**src/rtl/dma_mc_burst_gen_if.sv**
```systemverilog
// Descriptor-queue and burst-request bus of the multi-channel DMA burst generator.
// master: the generator itself; slave: descriptor producers plus the AXI master consuming req_*.
interface dma_mc_burst_gen_if #(
  parameter int N_CH    = 2,
  parameter int DATA_W  = 32,
  parameter int BYTES_W = 32
);
  localparam int CH_W = (N_CH > 1) ? $clog2(N_CH) : 1;
  localparam int BPB  = DATA_W / 8;

  logic [N_CH-1:0]         desc_valid_i;
  logic [N_CH-1:0]         desc_ready_o;
  logic [N_CH*32-1:0]      desc_addr_i;
  logic [N_CH*BYTES_W-1:0] desc_bytes_i;
  logic [N_CH-1:0]         abort_i;
  logic                    req_valid_o;
  logic                    req_ready_i;
  logic [31:0]             req_addr_o;
  logic [7:0]              req_len_o;
  logic [2:0]              req_size_o;
  logic [BPB-1:0]          req_strb_o;
  logic                    req_last_o;
  logic [CH_W-1:0]         req_ch_o;
  logic [N_CH-1:0]         done_o;
  logic [N_CH-1:0]         error_o;
  logic [31:0]             err_addr_o;
  logic                    busy_o;

  modport master (
    input  desc_valid_i, desc_addr_i, desc_bytes_i, abort_i, req_ready_i,
    output desc_ready_o, req_valid_o, req_addr_o, req_len_o, req_size_o,
           req_strb_o, req_last_o, req_ch_o, done_o, error_o, err_addr_o, busy_o
  );

  modport slave (
    output desc_valid_i, desc_addr_i, desc_bytes_i, abort_i, req_ready_i,
    input  desc_ready_o, req_valid_o, req_addr_o, req_len_o, req_size_o,
           req_strb_o, req_last_o, req_ch_o, done_o, error_o, err_addr_o, busy_o
  );
endinterface

```
**src/rtl/dma_mc_burst_gen.sv**
```systemverilog
// Round-robin descriptor arbiter that splits each (addr, num_bytes) descriptor into
// AXI INCR burst requests limited by MAX_BEATS and the BOUNDARY crossing rule.
module dma_mc_burst_gen #(
  parameter int N_CH      = 2,
  parameter int DATA_W    = 32,
  parameter int BYTES_W   = 32,
  parameter int MAX_BEATS = 256,
  parameter int BOUNDARY  = 4096
) (
  input logic clk,
  input logic rst,
  dma_mc_burst_gen_if.master bus
);
  localparam int CH_W    = (N_CH > 1) ? $clog2(N_CH) : 1;
  localparam int BPB     = DATA_W / 8;
  localparam int LOG_BPB = $clog2(BPB);
  localparam int RW      = BYTES_W + 1;
  localparam int CW      = (RW > 33) ? RW : 33;
  localparam int unsigned N_CH_U = N_CH;

  localparam logic [1:0] IDLE  = 2'd0;
  localparam logic [1:0] CHECK = 2'd1;
  localparam logic [1:0] BURST = 2'd2;
  localparam logic [1:0] DONE  = 2'd3;

  logic [1:0]         state;
  logic [CH_W-1:0]    rr_ptr;
  logic [CH_W-1:0]    cur_ch;
  logic [31:0]        cur_addr;
  logic [RW-1:0]      remaining;
  logic [LOG_BPB-1:0] tail;
  logic [8:0]         burst_n;
  logic               err_flag;

  logic               gnt_any;
  logic [CH_W-1:0]    gnt_ch;
  logic [BYTES_W-1:0] gnt_bytes;
  logic [CW-1:0]      room;
  logic [CW-1:0]      n_calc;
  logic               last_calc;
  logic [BPB-1:0]     strb_calc;

  always_comb begin
    int unsigned idx;
    idx     = 0;
    gnt_any = 1'b0;
    gnt_ch  = '0;
    for (int unsigned i = 0; i < N_CH_U; i++) begin
      idx = (32'(rr_ptr) + i) % N_CH_U;
      if (!gnt_any && bus.desc_valid_i[CH_W'(idx)]) begin
        gnt_any = 1'b1;
        gnt_ch  = CH_W'(idx);
      end
    end
  end

  assign gnt_bytes = bus.desc_bytes_i[BYTES_W*gnt_ch +: BYTES_W];

  // Beats in this burst: smallest of what is left, the burst cap and the room before the boundary.
  always_comb begin
    room   = (CW'(BOUNDARY) - CW'(cur_addr & 32'(BOUNDARY - 1))) >> LOG_BPB;
    n_calc = CW'(remaining);
    if (n_calc > CW'(MAX_BEATS)) n_calc = CW'(MAX_BEATS);
    if (n_calc > room)           n_calc = room;
    last_calc = (n_calc == CW'(remaining));
    strb_calc = '1;
    if (last_calc && tail != '0) strb_calc = (BPB'(1) << tail) - BPB'(1);
  end

  always_ff @(posedge clk) begin
    if (rst) begin
      state          <= IDLE;
      rr_ptr         <= '0;
      cur_ch         <= '0;
      cur_addr       <= '0;
      remaining      <= '0;
      tail           <= '0;
      burst_n        <= '0;
      err_flag       <= 1'b0;
      bus.req_addr_o <= '0;
      bus.req_len_o  <= '0;
      bus.req_size_o <= '0;
      bus.req_strb_o <= '0;
      bus.req_last_o <= 1'b0;
      bus.req_ch_o   <= '0;
      bus.err_addr_o <= '0;
    end else begin
      case (state)
        IDLE: begin
          if (gnt_any) begin
            cur_ch    <= gnt_ch;
            cur_addr  <= bus.desc_addr_i[32*gnt_ch +: 32];
            remaining <= (RW'(gnt_bytes) + RW'(BPB - 1)) >> LOG_BPB;
            tail      <= gnt_bytes[LOG_BPB-1:0];
            rr_ptr    <= CH_W'((32'(gnt_ch) + 32'd1) % N_CH_U);
            err_flag  <= 1'b0;
            state     <= CHECK;
          end
        end
        CHECK: begin
          if (cur_addr[LOG_BPB-1:0] != '0) begin
            err_flag       <= 1'b1;
            bus.err_addr_o <= cur_addr;
            state          <= DONE;
          end else if (remaining == '0 || bus.abort_i[cur_ch]) begin
            state <= DONE;
          end else begin
            burst_n        <= 9'(n_calc);
            bus.req_addr_o <= cur_addr;
            bus.req_len_o  <= 8'(n_calc - CW'(1));
            bus.req_size_o <= 3'(LOG_BPB);
            bus.req_strb_o <= strb_calc;
            bus.req_last_o <= last_calc;
            bus.req_ch_o   <= cur_ch;
            state          <= BURST;
          end
        end
        BURST: begin
          if (bus.req_ready_i) begin
            cur_addr  <= cur_addr + (32'(burst_n) << LOG_BPB);
            remaining <= remaining - RW'(burst_n);
            state     <= bus.req_last_o ? DONE : CHECK;
          end
        end
        default: state <= IDLE;
      endcase
    end
  end

  // The accept cycle counts as busy: the descriptor is committed even though the FSM is still in IDLE.
  assign bus.desc_ready_o = (state == IDLE && gnt_any && !rst) ? (N_CH'(1) << gnt_ch) : '0;
  assign bus.req_valid_o  = (state == BURST);
  assign bus.busy_o       = (state != IDLE) || (|bus.desc_ready_o);
  assign bus.done_o       = (state == DONE) ? (N_CH'(1) << cur_ch) : '0;
  assign bus.error_o      = (state == DONE && err_flag) ? (N_CH'(1) << cur_ch) : '0;
endmodule

```
**src/flat_wrapper.sv**
```systemverilog
// flat-port wrapper written by rule: the top's interface ports become plain ports
module dma_mc_burst_gen_flat 
#(
  parameter int N_CH      = 2,
  parameter int DATA_W    = 32,
  parameter int BYTES_W   = 32,
  parameter int MAX_BEATS = 256,
  parameter int BOUNDARY  = 4096
)
  (clk, rst, bus_desc_valid_i, bus_desc_addr_i, bus_desc_bytes_i, bus_abort_i, bus_req_ready_i, bus_desc_ready_o, bus_req_valid_o, bus_req_addr_o, bus_req_len_o, bus_req_size_o, bus_req_strb_o, bus_req_last_o, bus_req_ch_o, bus_done_o, bus_error_o, bus_err_addr_o, bus_busy_o);
  dma_mc_burst_gen_if #(.N_CH(N_CH), .DATA_W(DATA_W), .BYTES_W(BYTES_W)) bus_i ();
  input logic clk;
  input logic rst;
  input wire logic [$bits(bus_i.desc_valid_i)-1:0] bus_desc_valid_i;
  input wire logic [$bits(bus_i.desc_addr_i)-1:0] bus_desc_addr_i;
  input wire logic [$bits(bus_i.desc_bytes_i)-1:0] bus_desc_bytes_i;
  input wire logic [$bits(bus_i.abort_i)-1:0] bus_abort_i;
  input wire logic [$bits(bus_i.req_ready_i)-1:0] bus_req_ready_i;
  output wire logic [$bits(bus_i.desc_ready_o)-1:0] bus_desc_ready_o;
  output wire logic [$bits(bus_i.req_valid_o)-1:0] bus_req_valid_o;
  output wire logic [$bits(bus_i.req_addr_o)-1:0] bus_req_addr_o;
  output wire logic [$bits(bus_i.req_len_o)-1:0] bus_req_len_o;
  output wire logic [$bits(bus_i.req_size_o)-1:0] bus_req_size_o;
  output wire logic [$bits(bus_i.req_strb_o)-1:0] bus_req_strb_o;
  output wire logic [$bits(bus_i.req_last_o)-1:0] bus_req_last_o;
  output wire logic [$bits(bus_i.req_ch_o)-1:0] bus_req_ch_o;
  output wire logic [$bits(bus_i.done_o)-1:0] bus_done_o;
  output wire logic [$bits(bus_i.error_o)-1:0] bus_error_o;
  output wire logic [$bits(bus_i.err_addr_o)-1:0] bus_err_addr_o;
  output wire logic [$bits(bus_i.busy_o)-1:0] bus_busy_o;
  assign bus_i.desc_valid_i = bus_desc_valid_i;
  assign bus_i.desc_addr_i = bus_desc_addr_i;
  assign bus_i.desc_bytes_i = bus_desc_bytes_i;
  assign bus_i.abort_i = bus_abort_i;
  assign bus_i.req_ready_i = bus_req_ready_i;
  assign bus_desc_ready_o = bus_i.desc_ready_o;
  assign bus_req_valid_o = bus_i.req_valid_o;
  assign bus_req_addr_o = bus_i.req_addr_o;
  assign bus_req_len_o = bus_i.req_len_o;
  assign bus_req_size_o = bus_i.req_size_o;
  assign bus_req_strb_o = bus_i.req_strb_o;
  assign bus_req_last_o = bus_i.req_last_o;
  assign bus_req_ch_o = bus_i.req_ch_o;
  assign bus_done_o = bus_i.done_o;
  assign bus_error_o = bus_i.error_o;
  assign bus_err_addr_o = bus_i.err_addr_o;
  assign bus_busy_o = bus_i.busy_o;
  dma_mc_burst_gen #(.N_CH(N_CH), .DATA_W(DATA_W), .BYTES_W(BYTES_W), .MAX_BEATS(MAX_BEATS), .BOUNDARY(BOUNDARY)) u_core (.clk(clk), .rst(rst), .bus(bus_i));
endmodule
```
**config.mk**
```make
export PLATFORM = sky130hd
export DESIGN_NAME = dma_mc_burst_gen_flat
export DESIGN_NICKNAME = d
export VERILOG_FILES = /design/src/rtl/dma_mc_burst_gen_if.sv /design/src/rtl/dma_mc_burst_gen.sv /design/src/flat_wrapper.sv
export SDC_FILE = /design/constraint.sdc
export NUM_CORES = 1
export LEC_CHECK = 0
export ABC_CLOCK_PERIOD_IN_PS = 6450
export CORE_MARGIN = 1
export CORE_UTILIZATION = 35
export CTS_CLUSTER_DIAMETER = 60
export DETAILED_ROUTE_END_ITERATION = 7
export PLACE_DENSITY = 0.66
export REMOVE_ABC_BUFFERS = 1
export SYNTH_ARGS = -nofsm -noshare
export SYNTH_HDL_FRONTEND = slang
export SYNTH_SLANG_ARGS = --single-unit
```
**constraint.sdc**
```tcl
create_clock -name clk -period 6.45 [get_ports clk]
set_input_delay 0.645 -clock clk [delete_from_list [all_inputs] [get_ports clk]]
set_output_delay 0.645 -clock clk [all_outputs]
set_load 0.03 [all_outputs]
```
# --- After elaboration in Yosys (flattened, before gate mapping) ---
# Index checks and enable logic that the tools add are counted.
totals:
  in_bits: 135
  wordCells: 96
  register_bits: 160
  output_inout_bits: 89
classes:
  n_addsub: 8
  order_cmp: 5
  muxes: 31
  eq_ne: 7
  n_reduce_logical: 23
  bitwise: 2
  n_shift: 5
ops:
  columns: ["cell", "n"]
  rows:
  - ["$mux 33", 4]
  - ["$shiftx 64x7->32", 2]
  - ["$pmux 33 s2", 1]
  - ["$mux 32", 2]
  - ["$pmux 32 s2", 1]
  - ["$add 32x2->33 const B", 1]
  - ["$eq 33x33->1", 1]
  - ["$gt 33x31->1", 1]
  - ["$gt 33x9->1 const B", 1]
  - ["$logic_not 33->1", 1]
  - ["$sub 33x9->33", 1]
  - ["$add 32x11->32", 1]
  - ["$mux 2", 7]
  - ["$sub 13x12->14 const A", 1]
  - ["$mux 1", 13]
  - ["$reduce_bool 2->1", 5]
  - ["$reduce_and 3->1", 3]
  - ["$sub 8x1->8 const B", 1]
  - ["$lt 1x2->1 const B", 3]
  - ["$pmux 2 s3", 1]
  - ["$reduce_and 2->1", 3]
  - ["$logic_and 1x1->1", 5]
  - ["$eq 2x2->1 const B", 2]
  - ["$mux 4", 1]
  - ["13 further kinds", 19]

# --- Logic depth before layout (Yosys ltp) ---
depth:
  word_depth: 11
  depth_mapped: 20

# --- Least setup slack after synthesis ---
# No wires, ideal clock.
synth_path:
  path_kind: "register -> register"
  startpoint: "reg u_core.remaining[13]"
  endpoint: "reg u_core.bus.req_len_o[4]"
  stages_incl_launch_ff: 20
  arrival_time_ps: 4586
  n_path_buf: 3
  required_time_ps: 6388
  setup_time_ps: 62
  path_slack_ps: 1801
  cell_sequence: "dfxtp_1 > or4_4 > or3_4 > nor4_2 > a21o_1 > clkbuf_1 > and2_1 > ha_1 > nand4_1 > o21bai_1 > a211o_1 > a21oi_1 > clkbuf_1 > clkbuf_1 > nor2_1 > a31oi_1 > ha_1 > nand3_1 > or4_1 > nand3_1"
synth_via:
  elab_chain_len: 5
synth_rtl:
  columns: ["element", "line_no", "rtl"]
  rows:
  - ["from (decl)", "dma_mc_burst_gen.sv:30", "logic [RW-1:0] remaining;"]
  - ["from (signal assigned)", "dma_mc_burst_gen.sv:93", "remaining <= (RW'(gnt_bytes) + RW'(BPB - 1)) >> LOG_BPB;"]
  - ["from (signal assigned)", "dma_mc_burst_gen.sv:121", "remaining <= remaining - RW'(burst_n);"]
  - ["$gt 33x9->1", "dma_mc_burst_gen.sv:63", "if (n_calc > CW'(MAX_BEATS)) n_calc = CW'(MAX_BEATS);"]
  - ["$mux 33", "dma_mc_burst_gen.sv:63", null]
  - ["$gt 33x31->1", "dma_mc_burst_gen.sv:64", "if (n_calc > room) n_calc = room;"]
  - ["$mux 33", "dma_mc_burst_gen.sv:64", null]
  - ["$sub 8x1->8", "dma_mc_burst_gen.sv:110", "bus.req_len_o <= 8'(n_calc - CW'(1));"]
  - ["to (signal assigned)", "dma_mc_burst_gen.sv:110", null]
  - ["to (decl)", "dma_mc_burst_gen_if.sv:31", "output desc_ready_o, req_valid_o, req_addr_o, req_len_o, req_size_o,"]
# Parallel ways exist; a longest one is shown, timed or not.
# A chain may end at the register's enable or synchronous reset.

# --- Final worst setup path ---
layout_path:
  startpoint: "reg u_core.remaining[13]"
  endpoint: "reg u_core.bus.req_len_o[6]"
# The elaborated chain is that of the path after synthesis.

==> out/summary.log <==
INFO  run_status     run_status=completed
INFO  setup_path     cp_num_buf_inv=1
INFO  setup_path     path_max_fanout=29
INFO  clock_network  cts_buffers=17
INFO  pwr            power.static_leakage=0.004911uW
INFO  drt            vias_per_cell=5.607
INFO  sta            worst_pin_slew=1.139ns
INFO  layout         design_area=0.01338mm2
INFO  drt            post_drt_wl_per_cell=18.13um
INFO  setup_path     critical_path.slowest_cell=or4_4
INFO  layout         areaGrowthSynthToFinish=29.93%
INFO  layout         fill_cells=2937
INFO  pwr            peakVddDrop=0.1938mV
INFO  setup_path     reg2regPathDepth=17
INFO  sta            report.final.slew_viol_count=0
INFO  placed_design  finalWeightedCongestion=0.8837
INFO  synthesis      netlist_area=0.01030mm2
INFO  synthesis      yosys_warnings=0
INFO  setup_path     timing.reg2reg.setup_slack=1.44ns
INFO  synthesis      yosys_most_used_dff=dfxtp_1
INFO  setup_path     critPathArrivalTime=5.38ns
INFO  setup_path     timing.critical_path.to_type=flop
INFO  layout         final-instance-count-excl-fill=1976
INFO  sta            final.setup_skew=0.01240ns
INFO  sta            timing.fmax=199.6MHz
INFO  placed_design  placedCellCount=1944
INFO  clock_network  clock_tree.buffer_depth=2
INFO  grt            gr-usage-all-layers=23.30%
INFO  placed_design  postPlaceCellArea=0.01278mm2
INFO  drt            totalWireLength=35830um
INFO  setup_path     critical_path_depth=17
INFO  placed_design  portBuffers=221
INFO  sta            rsz0062_at_grt=false
INFO  setup_path     worstPathCellList=or4_4 -> or3_4 -> nor4_2 -> a21o_1 -> and2_1 -> ha_1 -> nand4_1 -> o21bai_1 -> a211o_1 -> a21oi_1 -> buf_4 -> nor2_1 -> a21oi_1 -> ha_1 -> nand3_1 -> or4_1 -> nand3_1
INFO  synthesis      yosys_register_bits=160
INFO  sta            timing.max_slew.rel_slack=23.41%
INFO  clock_network  ctsRootBufferMaster=clkbuf_16
INFO  synthesis      synth.cells.most_frequent=270 x nand2_1, 160 x dfxtp_1, 145 x a21oi_1
INFO  placed_design  dp_hpwl=25680um
INFO  clock_network  cts.repair.resized=0
INFO  layout         fin_util=46.38%
INFO  drt            dr.pass1.iters=6
INFO  synthesis      synthArstFlopShare=0%
INFO  grt            grt_start_max_net_pins=78
INFO  run            max_cap_violations=0
INFO  clock_network  clk_sinks=160
INFO  clock_network  post_cts_setup_driven_buffer_insertion_count=0
INFO  floorplanning  die_width=173.6um
INFO  drt            drc=0
INFO  sta            report.final.setup_viol=0
INFO  clock_network  htreeDepth=4
INFO  layout         layout-drive-gt1-share=5.716%
INFO  layout         design.final.nets=1746
INFO  setup_path     setup.worst_path.start=u_core.remaining[13]
INFO  synthesis      ys_types=81
INFO  drt            top_layer_used=met4
INFO  drt            dr_total_vias=11080
INFO  hold_path      worst_hold_startpoint=u_core.bus.req_addr_o[2]
INFO  floorplanning  die_y=173.6um
INFO  sta            setup-tns-final=0ns
INFO  floorplanning  placement_rows=62
INFO  floorplanning  io-pin-count=224
INFO  sta            timing.final.hold_violations=0
INFO  clock_network  path_clk_slew=0.07ns
INFO  setup_path     cp-start-kind=flop
INFO  drt            met3_length=2347um
INFO  setup_path     critPathKind=reg -> reg
INFO  synthesis      synth_enable_flop_cells=0
INFO  setup_path     worstReg2RegStart=u_core.remaining[13]
INFO  grt            grt_first_pass_wirelength=56120um
INFO  setup_path     cp_top_family=simple AND/OR/NAND/NOR gates
INFO  layout         multi_input_comb_area=0.006629mm2
INFO  floorplanning  floorplan.die_area=0.03012mm2
INFO  floorplanning  fp.coreArea=0.02886mm2
INFO  synthesis      synth_largest_area_cell=dfxtp_1
INFO  pwr            cellPowerDensity=259.0mW/mm2
INFO  drt            wl_met2=16670um
INFO  drt            drt.antenna.violating_nets=0
INFO  grt            overflow=0
INFO  synthesis      synthesis.area_per_instance=7.275um2
INFO  drt            route.layer.met1.wl=16160um
INFO  floorplanning  initial_core_utilization=35.70%
INFO  sta            finalWorstPathRequiredPeriod=5.011ns
INFO  setup_path     crit_required=6.82ns
INFO  clock_network  worstSkewPairLatency=0.43ns
INFO  clock_network  ctsHoldBuffers=0
INFO  setup_path     timing.critical_path.to=u_core.bus.req_len_o[6]
INFO  drt            dr.first_iter.drc_count=823
INFO  synthesis      synthCells=1416
INFO  grt            antenna_violations_before_repair=0
INFO  setup_path     critical_path.max_stage_delay=0.58ns
INFO  hold_path      hold_path_class=reg -> reg
INFO  synthesis      synth_most_common_cell=nand2_1
INFO  synthesis      netlist_top_cells_area=dfxtp_1 31%, nand2_1 9.8%, a21oi_1 7.0%
INFO  layout         diodes=0
INFO  synthesis      ys_seq_area_share=31.09%
INFO  setup_path     timing.rr.end=u_core.bus.req_len_o[6]
INFO  clock_network  tritoncts_clock_tree=yes
INFO  synthesis      post-synth-top-area-fraction=31.09%
INFO  sta            timing.final.crit_share=77.69%
INFO  grt            first_global_vias=10270
INFO  layout         regArea=0.003203mm2
## routing by layer
metal	up-vias	track usage (%)
met5	-	0
met4	0	6.895
met3	50	3.596
met2	437	38.45
met1	5188	31.21
li1	5404	-
## tightest hold or removal path: stages (launching register included)
cell and delay [ns]:
dfxtp_1 0.31, nand2_1 0.05, a21oi_1 0.05
## how the worst min path moves through the flow
stage / endpoint / cells past startpoint / slack, ns
after floorplan: u_core.bus.err_addr_o[14] / 2 / 0.45
after global placement: u_core.bus.err_addr_o[14] / 2 / 0.44
after detailed placement: u_core.bus.req_addr_o[2] / 2 / 0.45
after CTS: u_core.bus.req_addr_o[2] / 2 / 0.46
after global routing: u_core.bus.req_addr_o[19] / 2 / 0.47
final: u_core.bus.req_addr_o[2] / 2 / 0.45
## cell usage in the layout, fill, tap and decap left out, types with 12 or more instances in the layout
cell type        instances
nand2_1                268
clkdlybuf4s50_1        220
dfxtp_1                160
a21oi_1                145
nor2_1                 111
nand3_1                 70
o21ai_0                 57
inv_1                   38
nor3_1                  33
mux2i_1                 31
ha_1                    30
xnor2_1                 29
a211oi_1                26
a31oi_1                 22
o211ai_1                21
and3_1                  19
nand4_1                 18
and2_1                  17
clkbuf_16               17
buf_4                   17
a311oi_1                13
or3_1                   12
nor4_1                  12
or4_1                   12
xor2_1                  12
## cell families (layout without fill, tap and decap cells)
kind of cell / Yosys count / after routing / synth area share, %
mux: 36 / 36 / 3.595
fa+ha+maj: 32 / 32 / 4.033
compound gates: 386 / 386 / 24.12
other cells: 1 / 4 / 0.03640
buf+inv: 134 / 307 / 5.016
flops: 160 / 160 / 31.09
simple gates: 625 / 625 / 28.40
xor+xnor: 42 / 42 / 3.705
## metrics by stage
step	total power, uW	hold WS (ns)	worst slack, ns
after CTS	3465	0.4551	1.495
after global routing	3644	0.4690	1.189
after floorplan	1971	0.4475	1.316
after global placement	2407	0.4426	1.632
final	3466	0.4530	1.439
after detailed placement	2425	0.4456	1.542
## power breakdown
| part | switching [uW] | internal, uW |
|---|---|---|
| logic | 740 | 482 |
| registers | 126 | 1070 |
| clock network | 461 | 583 |
## flip-flops by register name, summed over array words and instances (netlist names)
signal,flops
u_core.bus.req_addr_o,32
u_core.bus.err_addr_o,32
u_core.burst_n,9
u_core.bus.req_len_o,8
u_core.tail,2
u_core.err_flag,1
u_core.state,2
u_core.bus.req_size_o,1
u_core.rr_ptr,1
u_core.cur_ch,1
u_core.cur_addr,32
u_core.bus.req_ch_o,1
u_core.bus.req_strb_o,4
u_core.remaining,33
u_core.bus.req_last_o,1
## layout make-up
type	count	area share, %
inverter	38	1.066
clock buffer	17	3.178
multi-input combinational	1125	49.53
timing repair buffer	237	17.41
sequential	160	23.93
tap	384	3.590
clock inverter	15	1.299
(Power assumes the default switching activity.)
